**src/rtl/audio_sdm_pkg.sv**
```systemverilog
// Shared definitions for the stereo sigma-delta audio source: register map, CSR bit positions,
// reset values and the signed-to-offset-binary helper used by the modulators.
package audio_sdm_pkg;

  localparam logic [1:0] AddrCsr  = 2'd0;
  localparam logic [1:0] AddrDiv  = 2'd1;
  localparam logic [1:0] AddrFifo = 2'd2;
  localparam logic [1:0] AddrRsvd = 2'd3;

  localparam int unsigned CsrEnBit     = 0;
  localparam int unsigned CsrUnfBit    = 1;
  localparam int unsigned CsrOvfBit    = 2;
  localparam int unsigned CsrFlushBit  = 3;
  localparam int unsigned CsrFullBit   = 4;
  localparam int unsigned CsrEmptyBit  = 5;
  localparam int unsigned CsrLevelLsb  = 8;
  localparam int unsigned CsrThreshLsb = 16;

  localparam int unsigned DivReset = 1023;

  typedef struct packed {
    logic [15:0] r;
    logic [15:0] l;
  } stereo_t;

  // Flipping the sign bit maps two's complement onto 0..65535 with 0x8000 as silence.
  function automatic logic [15:0] to_offset(input logic [15:0] s);
    return {~s[15], s[14:0]};
  endfunction

endpackage

```
**src/rtl/audio_sdm_chan.sv**
```systemverilog
// One first-order sigma-delta channel: accumulates the offset-binary sample each enabled cycle
// and emits the accumulator carry as the 1-bit output.
module audio_sdm_chan
  import audio_sdm_pkg::*;
(
  input  logic        clk,
  input  logic        rst,
  input  logic        i_en,
  input  logic [15:0] i_sample,
  output logic        o_out
);

  logic [15:0] r_acc;
  logic        r_out;
  logic [16:0] w_sum;

  assign w_sum = {1'b0, r_acc} + {1'b0, to_offset(i_sample)};

  always_ff @(posedge clk) begin
    if (rst || !i_en) begin
      r_acc <= '0;
      r_out <= 1'b0;
    end else begin
      r_acc <= w_sum[15:0];
      r_out <= w_sum[16];
    end
  end

  assign o_out = r_out;

endmodule

```
**src/rtl/audio_sdm_out.sv**
```systemverilog
// APB-programmed stereo audio source: sample FIFO, period divider and two sigma-delta channels.
// Optional macro AUDIO_SDM_IRQ_EN adds the IRQ_THRESH field and the FIFO-low irq output.
module audio_sdm_out
  import audio_sdm_pkg::*;
#(
  parameter int unsigned DEPTH = 4,
  parameter int unsigned W_DIV = 16
) (
  input  logic        clk,
  input  logic        rst,
  input  logic        apbs_psel,
  input  logic        apbs_penable,
  input  logic        apbs_pwrite,
  input  logic [15:0] apbs_paddr,
  input  logic [31:0] apbs_pwdata,
  output logic [31:0] apbs_prdata,
  output logic        apbs_pready,
  output logic        apbs_pslverr,
  output logic        audio_l,
  output logic        audio_r
`ifdef AUDIO_SDM_IRQ_EN
  ,
  output logic        irq
`endif
);

  localparam int unsigned AW = $clog2(DEPTH);
  localparam int unsigned PW = AW + 1;

  logic             r_en, r_unf, r_ovf;
  logic [W_DIV-1:0] r_div, r_cnt;
  logic [31:0]      r_cur;
  logic [31:0]      r_mem [DEPTH];
  logic [PW-1:0]    r_wptr, r_rptr;

  logic [1:0]    w_addr;
  logic          w_wr, w_csr_wr, w_div_wr, w_push_req;
  logic          w_tick, w_flush, w_pop, w_push, w_unf_set, w_ovf_set;
  logic          w_empty, w_full;
  logic [PW-1:0] w_level;
  logic [31:0]   w_csr;
  logic          w_unused;
  stereo_t       w_cur;

  assign w_addr     = apbs_paddr[3:2];
  assign w_wr       = apbs_psel & apbs_penable & apbs_pwrite;
  assign w_csr_wr   = w_wr & (w_addr == AddrCsr);
  assign w_div_wr   = w_wr & (w_addr == AddrDiv);
  assign w_push_req = w_wr & (w_addr == AddrFifo);
  assign w_unused   = ^{apbs_paddr[15:4], apbs_paddr[1:0]};

  // Extra pointer bit distinguishes full from empty when the indices match.
  assign w_level = r_wptr - r_rptr;
  assign w_empty = (r_wptr == r_rptr);
  assign w_full  = (r_wptr[AW] != r_rptr[AW]) && (r_wptr[AW-1:0] == r_rptr[AW-1:0]);

  assign w_tick    = r_en && (r_cnt == '0);
  assign w_flush   = w_csr_wr & apbs_pwdata[CsrFlushBit];
  assign w_pop     = w_tick & ~w_empty & ~w_flush;
  assign w_push    = w_push_req & ~w_flush & (~w_full | w_pop);
  assign w_unf_set = w_tick & w_empty;
  assign w_ovf_set = w_push_req & ~w_flush & w_full & ~w_pop;

  always_ff @(posedge clk) begin
    if (rst) begin
      r_en   <= 1'b0;
      r_unf  <= 1'b0;
      r_ovf  <= 1'b0;
      r_div  <= W_DIV'(DivReset);
      r_cnt  <= W_DIV'(DivReset);
      r_cur  <= '0;
      r_wptr <= '0;
      r_rptr <= '0;
      for (int i = 0; i < DEPTH; i++) r_mem[i] <= '0;
    end else begin
      if (w_csr_wr) r_en <= apbs_pwdata[CsrEnBit];
      // Set events win over a same-cycle write-one-to-clear.
      r_unf <= (r_unf & ~(w_csr_wr & apbs_pwdata[CsrUnfBit])) | w_unf_set;
      r_ovf <= (r_ovf & ~(w_csr_wr & apbs_pwdata[CsrOvfBit])) | w_ovf_set;
      if (w_div_wr) r_div <= apbs_pwdata[W_DIV-1:0];
      if (!r_en || r_cnt == '0) r_cnt <= r_div;
      else                      r_cnt <= r_cnt - W_DIV'(1);
      if (w_flush) begin
        r_rptr <= r_wptr;
      end else begin
        if (w_pop) begin
          r_cur  <= r_mem[r_rptr[AW-1:0]];
          r_rptr <= r_rptr + PW'(1);
        end
        if (w_push) begin
          r_mem[r_wptr[AW-1:0]] <= apbs_pwdata;
          r_wptr                <= r_wptr + PW'(1);
        end
      end
    end
  end

`ifdef AUDIO_SDM_IRQ_EN
  logic [3:0] r_thresh;
  logic       r_irq;

  always_ff @(posedge clk) begin
    if (rst) begin
      r_thresh <= '0;
      r_irq    <= 1'b0;
    end else begin
      if (w_csr_wr) r_thresh <= apbs_pwdata[CsrThreshLsb +: 4];
      r_irq <= r_en & (4'(w_level) <= r_thresh);
    end
  end

  assign irq = r_irq;
`endif

  always_comb begin
    w_csr                     = '0;
    w_csr[CsrEnBit]           = r_en;
    w_csr[CsrUnfBit]          = r_unf;
    w_csr[CsrOvfBit]          = r_ovf;
    w_csr[CsrFullBit]         = w_full;
    w_csr[CsrEmptyBit]        = w_empty;
    w_csr[CsrLevelLsb +: 4]   = 4'(w_level);
`ifdef AUDIO_SDM_IRQ_EN
    w_csr[CsrThreshLsb +: 4]  = r_thresh;
`endif
  end

  always_comb begin
    apbs_prdata = '0;
    if (apbs_psel) begin
      case (w_addr)
        AddrCsr: apbs_prdata = w_csr;
        AddrDiv: apbs_prdata = 32'(r_div);
        default: apbs_prdata = '0;
      endcase
    end
  end

  assign apbs_pready  = 1'b1;
  assign apbs_pslverr = 1'b0;

  assign w_cur = r_cur;

  audio_sdm_chan u_chan_l (
    .clk      (clk),
    .rst      (rst),
    .i_en     (r_en),
    .i_sample (w_cur.l),
    .o_out    (audio_l)
  );

  audio_sdm_chan u_chan_r (
    .clk      (clk),
    .rst      (rst),
    .i_en     (r_en),
    .i_sample (w_cur.r),
    .o_out    (audio_r)
  );

endmodule
```
**config.mk**
```make
export PLATFORM = sky130hd
export DESIGN_NAME = audio_sdm_out
export DESIGN_NICKNAME = d
export VERILOG_FILES = /design/src/rtl/audio_sdm_pkg.sv /design/src/rtl/audio_sdm_chan.sv /design/src/rtl/audio_sdm_out.sv
export SDC_FILE = /design/constraint.sdc
export NUM_CORES = 1
export LEC_CHECK = 0
export CELL_PAD_IN_SITES_DETAIL_PLACEMENT = 1
export CELL_PAD_IN_SITES_GLOBAL_PLACEMENT = 1
export CORE_UTILIZATION = 47
export DETAILED_ROUTE_END_ITERATION = 10
export MAX_ROUTING_LAYER = met4
export PLACE_DENSITY_LB_ADDON = 0.1
export SETUP_SLACK_MARGIN = 0.5
export SLEW_MARGIN = 30
export SYNTH_ARGS = -nofsm -noshare
export SYNTH_HDL_FRONTEND = slang
export SYNTH_SLANG_ARGS = --single-unit
```
**constraint.sdc**
```tcl
create_clock -name clk -period 4.3 [get_ports clk]
set_input_delay 0.86 -clock clk [delete_from_list [all_inputs] [get_ports clk]]
set_output_delay 0.86 -clock clk [all_outputs]
set_load 0.03 [all_outputs]
```
Word-level counts from Yosys, hierarchy flattened
Memory sizes are Yosys's and may differ from the RTL's. A register that Yosys moved wholly into a read port is not among the register bits.
Index checks and enable logic that the tools add are counted.
{"block": "op_classes", "addsub": 6, "mux": 14, "n_eq_ne": 5, "n_bitwise": 28, "n_reduce_logical": 11}
{"op": "$add A16 B16 Y17", "count": 2}
{"op": "$mux W16", "count": 2}
{"op": "$mux W32", "count": 1}
{"op": "$pmux W16 S2", "count": 1}
{"op": "$reduce_or A32 Y1", "count": 1}
{"op": "$and A1 B1 Y1", "count": 17}
{"op": "$logic_not A16 Y1", "count": 1}
{"op": "$sub A16 B1 Y16 const B", "count": 1}
{"op": "$not A1 Y1", "count": 8}
{"op": "$mux W1", "count": 7}
{"op": "$add A3 B1 Y3 const B", "count": 2}
{"op": "$mux W3", "count": 2}
{"op": "$reduce_and A2 Y1", "count": 2}
{"op": "$eq A3 B3 Y1", "count": 1}
{"op": "$or A1 B1 Y1", "count": 3}
{"op": "$sub A3 B3 Y3", "count": 1}
{"op": "$eq A2 B1 Y1 const B", "count": 1}
{"op": "$eq A2 B2 Y1", "count": 1}
{"op": "$eq A2 B2 Y1 const B", "count": 1}
{"op": "$logic_and A1 B1 Y1", "count": 2}
{"op": "$logic_not A2 Y1", "count": 1}
{"op": "$logic_or A1 B1 Y1", "count": 2}
{"op": "$mux W2", "count": 1}
{"op": "$reduce_bool A2 Y1", "count": 1}
{"op": "2 further kinds", "count": 2}
{"block": "word_totals", "out_inout_bits": 36, "in_bits": 53, "mem_count": 1, "mem_bits_rw": 128, "elab_cells": 76, "regBits": 75}
{"memory": "r_mem", "words": 4, "word_bits": 32, "rd": 1, "rd_ports_with_merged_regs": 1, "wr": 4, "line": "audio_sdm_out.sv:33", "text": "logic [31:0] r_mem [DEPTH];"}

Longest topological paths before layout
{"block": "logic_depth", "depth_word": 14, "depth_mapped": 13, "mapped_depth_nobuf": 9}

Cells and area by module
A second synthesis with hierarchy kept.
{"block": "unflattened", "hier_cells": 1083, "hier_area_um2": 11369.7}
{"mod": "audio_sdm_out", "cells_per_inst": 791, "area_per_inst_um2": 8814.7, "instances": 1, "seq_area_each_um2": 5305.1}
{"mod": "audio_sdm_chan", "cells_per_inst": 146, "area_per_inst_um2": 1277.5, "instances": 2, "seq_area_each_um2": 340.3}

Least setup slack after synthesis
No wires, ideal clock.
{"block": "synth_timing", "path_type": "register to register", "from": "register r_rptr[1]", "to": "memory r_mem[3][0] (enable)", "path_slack_ps": 667, "stages_incl_launch_ff": 9, "arrival_ps": 3205, "path_cell_list": "dfxtp_1 > clkbuf_1 > clkbuf_1 > inv_1 > ha_1 > nand3_1 > o21ai_2 > buf_6 > o21bai_1"}
{"element": "start: declaration", "line": "audio_sdm_out.sv:34", "text": "logic [PW-1:0] r_wptr, r_rptr;"}
{"element": "start signal: assignment", "line": "audio_sdm_out.sv:84", "text": "r_rptr <= r_wptr;"}
{"element": "start signal: assignment", "line": "audio_sdm_out.sv:88", "text": "r_rptr <= r_rptr + PW'(1);"}
{"element": "end: declaration", "line": "audio_sdm_out.sv:33"}

Worst setup path in the final report
{"block": "layout_timing", "from": "input apbs_paddr[2]", "to": "output apbs_prdata[4]"}
{"block": "layout_via", "elab_chain_len": 3, "word_cells_on_any_way": 4, "classes_between": "1 x eq/ne; 2 x mux; 1 x reduce/logical"}
{"element": "start: declaration", "line": "audio_sdm_out.sv:14", "text": "input logic [15:0] apbs_paddr,"}
{"element": "$eq A2 B1 Y1 / $logic_not A2 Y1 (equally long branches)", "line": "audio_sdm_out.sv:131", "text": "case (w_addr)"}
{"element": "$pmux W16 S2 (*)", "line": "audio_sdm_out.sv:131"}
{"element": "$mux W16 (*)", "line": "audio_sdm_out.sv:130", "text": "if (apbs_psel) begin"}
{"element": "end: declaration", "line": "audio_sdm_out.sv:16", "text": "output logic [31:0] apbs_prdata,"}
Every way passes the cells marked *; elsewhere a longest branch is shown, timed or not.

==> impl_metrics.env <==
export IMPL_die_w_um=155.5
export IMPL_rsz0062_at_grt="no"
export IMPL_max_slew_margin_rel_pct=40.97
export IMPL_h_tree_depth=1
export IMPL_core_mm2=0.02285
export IMPL_finClkSkew_ps=8.804
export IMPL_overflow=0
export IMPL_cts_resized_gates=0
export IMPL_crit_arrival_ps=2830
export IMPL_fin_crit_ps=3686
export IMPL_synth_yosys_seq_area_share_pct=54.07
export IMPL_cts_root_buf="clkbuf_16"
export IMPL_cts_reportedPaths_clkPinSlew_ps=60
export IMPL_endpoint="apbs_prdata[4]"
export IMPL_clock_path_buffers=3
export IMPL_firstDrtPassIters=4
export IMPL_initial_utilization_pct=48.46
export IMPL_syn_area_mm2=0.01107
export IMPL_chipHeight_um=155.5
export IMPL_drc=0
export IMPL_crit_path_start_kind="input port"
export IMPL_num_io_pins=89
export IMPL_drive_above_1_share_pct=10.95
export IMPL_rrSetupSlack_ps=1190
export IMPL_final_common_cell="nor2_1"
export IMPL_via_per_inst=5.386
export IMPL_worstSetupPathType="in2out"
export IMPL_outcome="finished, final reports clean"
export IMPL_postCtsSetupBuffers=0
export IMPL_startpoint="apbs_paddr[2]"
export IMPL_wirelength_um=26150
export IMPL_worst_slew_pin_slew_ps=885.5
export IMPL_dieArea_mm2=0.02417
export IMPL_dp_final_hpwl_um=17390
export IMPL_post_route_period_util_pct=85.72
export IMPL_synth_cells=1019
export IMPL_portBuffers=56
export IMPL_synthArstFlopShare_pct=0
export IMPL_antenna_found_initial=0
export IMPL_grt_pass1_vias=7953
export IMPL_reg2reg_depth=10
export IMPL_hold_buffers=0
export IMPL_numClockSinks=235
export IMPL_r2r_start="r_cnt[0]"
export IMPL_synth_edf_count=128
export IMPL_grt_pass1_wl_um=42920
export IMPL_finalSetupViolCount=0
export IMPL_finalSetupTns_ps=0
export IMPL_ant_nets=0
export IMPL_r2r_end="r_mem[2][26]"
export IMPL_fmax_mhz=271.3
export IMPL_finalWorstSetupSlack_ps=614.2
export IMPL_cts_buffers=26
export IMPL_clk_latency_ps=530
export IMPL_yosys_warnings=0
export IMPL_antenna_cells=0
export IMPL_drv_slew=0
export IMPL_finalNetCount=1161
export IMPL_synthFlopType="edfxtp_1"
export IMPL_rows=55
export IMPL_min_path_type="reg2reg"
export IMPL_leakage_nw=4.688
export IMPL_postSynthAreaPerCell_um2=10.86
export IMPL_ys_types=57
export IMPL_worstPathRequired_ps=3440
export IMPL_grt_use_total_pct=23.45
export IMPL_cts_tree="done"
export IMPL_place_gp_congestion=0.8220
export IMPL_final_hold_viol_count=0
export IMPL_areaGrowthSynthToFinish_pct=15.44
export IMPL_vias=7541
export IMPL_critPathMaxFanout=13
export IMPL_grt_max_degree=85
export IMPL_drv_cap=0
export IMPL_pwr_density_cell_mw_per_mm2=393.1
export IMPL_drtIter0Drc=460
export IMPL_routedWlPerCell_um=18.68
export IMPL_place_ws_ps=625.2
export IMPL_ys_seq_elements=235
export IMPL_final_cell_mix="194 x nor2_1, 128 x edfxtp_1, 106 x dfxtp_1"
export IMPL_endpoint_kind="output pin"
export IMPL_worstHoldPathCells=2
export IMPL_ir_drop_v=0.0003086
export IMPL_n_fill_cell=2441
==> layout make-up <==
class	count	area [um2]	area share, %
Sequential cell	235	5987	46.85
Multi-Input combinational cell	714	4727	36.99
Clock buffer	35	748.2	5.855
Timing Repair Buffer	76	710.7	5.561
Tap cell	313	391.6	3.064
Clock inverter	13	162.7	1.273
Inverter	14	52.55	0.4112
==> critical path, stage by stage <==
cell	delay [ps]
clkdlybuf4s50_1	780
buf_4	290
a21oi_1	90
nor2_1	110
clkdlybuf4s50_1	690
==> synthesized netlist by cell type, types with 3 or more instances <==
cell | number | area [um2]
nand2_1 | 83 | 311.6
or3_1 | 8 | 50.05
nor3_1 | 22 | 110.1
inv_1 | 14 | 52.55
a211o_1 | 19 | 166.4
nand2b_1 | 40 | 250.2
o22ai_1 | 3 | 18.77
a211oi_1 | 18 | 135.1
buf_2 | 5 | 25.02
fa_1 | 3 | 60.06
o21a_1 | 10 | 75.07
mux4_2 | 32 | 720.7
o31a_1 | 4 | 35.03
buf_4 | 18 | 135.1
buf_6 | 5 | 56.30
and2_1 | 3 | 18.77
xnor2_1 | 15 | 131.4
o21ai_0 | 14 | 70.07
ha_1 | 38 | 475.5
clkbuf_1 | 42 | 157.7
dfxtp_1 | 107 | 2142
and3_1 | 15 | 93.84
nor2_2 | 12 | 75.07
nor2_1 | 194 | 728.2
a21oi_1 | 58 | 290.3
nor3b_1 | 3 | 22.52
and4_1 | 3 | 26.28
a21o_1 | 10 | 75.07
nand3_1 | 10 | 50.05
edfxtp_1 | 128 | 3844
nor2b_1 | 17 | 106.4
mux2i_1 | 14 | 140.1
xor2_1 | 18 | 157.7
==> state kept, by name, indices dropped and copies added (netlist names) <==
signal and count:
u_chan_r.r_acc 16, r_wptr 3, r_ovf 1, u_chan_l.o_out 1
r_rptr 3, r_en 1, u_chan_l.r_acc 16, r_cur 32
r_mem 128, u_chan_r.o_out 1, r_div 16, r_cnt 16
r_unf 1
==> power breakdown <==
part           switching (W)  internal [W]
Clock               0.000897       0.00145
Sequential         0.0000191       0.00241
Combinational       0.000150     0.0000907
Total                0.00107       0.00396
==> logic make-up after synthesis <==
family / synth area share, %
DFF: 54.07
adders and majority gates: 4.837
muxes: 7.776
and+or+nand+nor: 17.42
xor gates and xnor gates: 2.611
AOI/OAI and AO/OA: 9.302
other: 0.06784
buffers and inverters: 3.922
==> per-layer routing <==
| metal | vias to the layer above | wire length, um | global-route usage (%) |
|---|---|---|---|
| li1 | 3670 | - | - |
| met3 | 24 | 1292 | 3.120 |
| met5 | - | 0 | - |
| met1 | 3706 | 11870 | 31.36 |
| met2 | 141 | 12650 | 38.48 |
| met4 | 0 | 335 | 4.528 |
==> metrics by stage <==
step	cell area (um2)	instances	hold WS, ps	utilization, %	power [W]
global placement	11870	1352	440.9	51.94	0.002716
global route	12780	1400	462.8	55.94	0.005176
detailed placement	11870	1352	446.7	51.94	0.002723
CTS	12780	1400	453.0	55.93	0.005070
floorplan	11130	1035	431.9	-	0.002628
finish	12780	1400	449.6	55.94	0.005024
==> worst min path at each step <==
stage | from | end | slack, ps
global route | r_cur[31] | r_cur[31] | 460
finish | r_cur[31] | r_cur[31] | 450
CTS | r_cur[31] | r_cur[31] | 450
global placement | r_cur[31] | r_cur[31] | 440
detailed placement | r_cur[31] | r_cur[31] | 450
floorplan | r_cur[15] | r_cur[15] | 430
No activity file was read; power rests on OpenSTA's default activity.
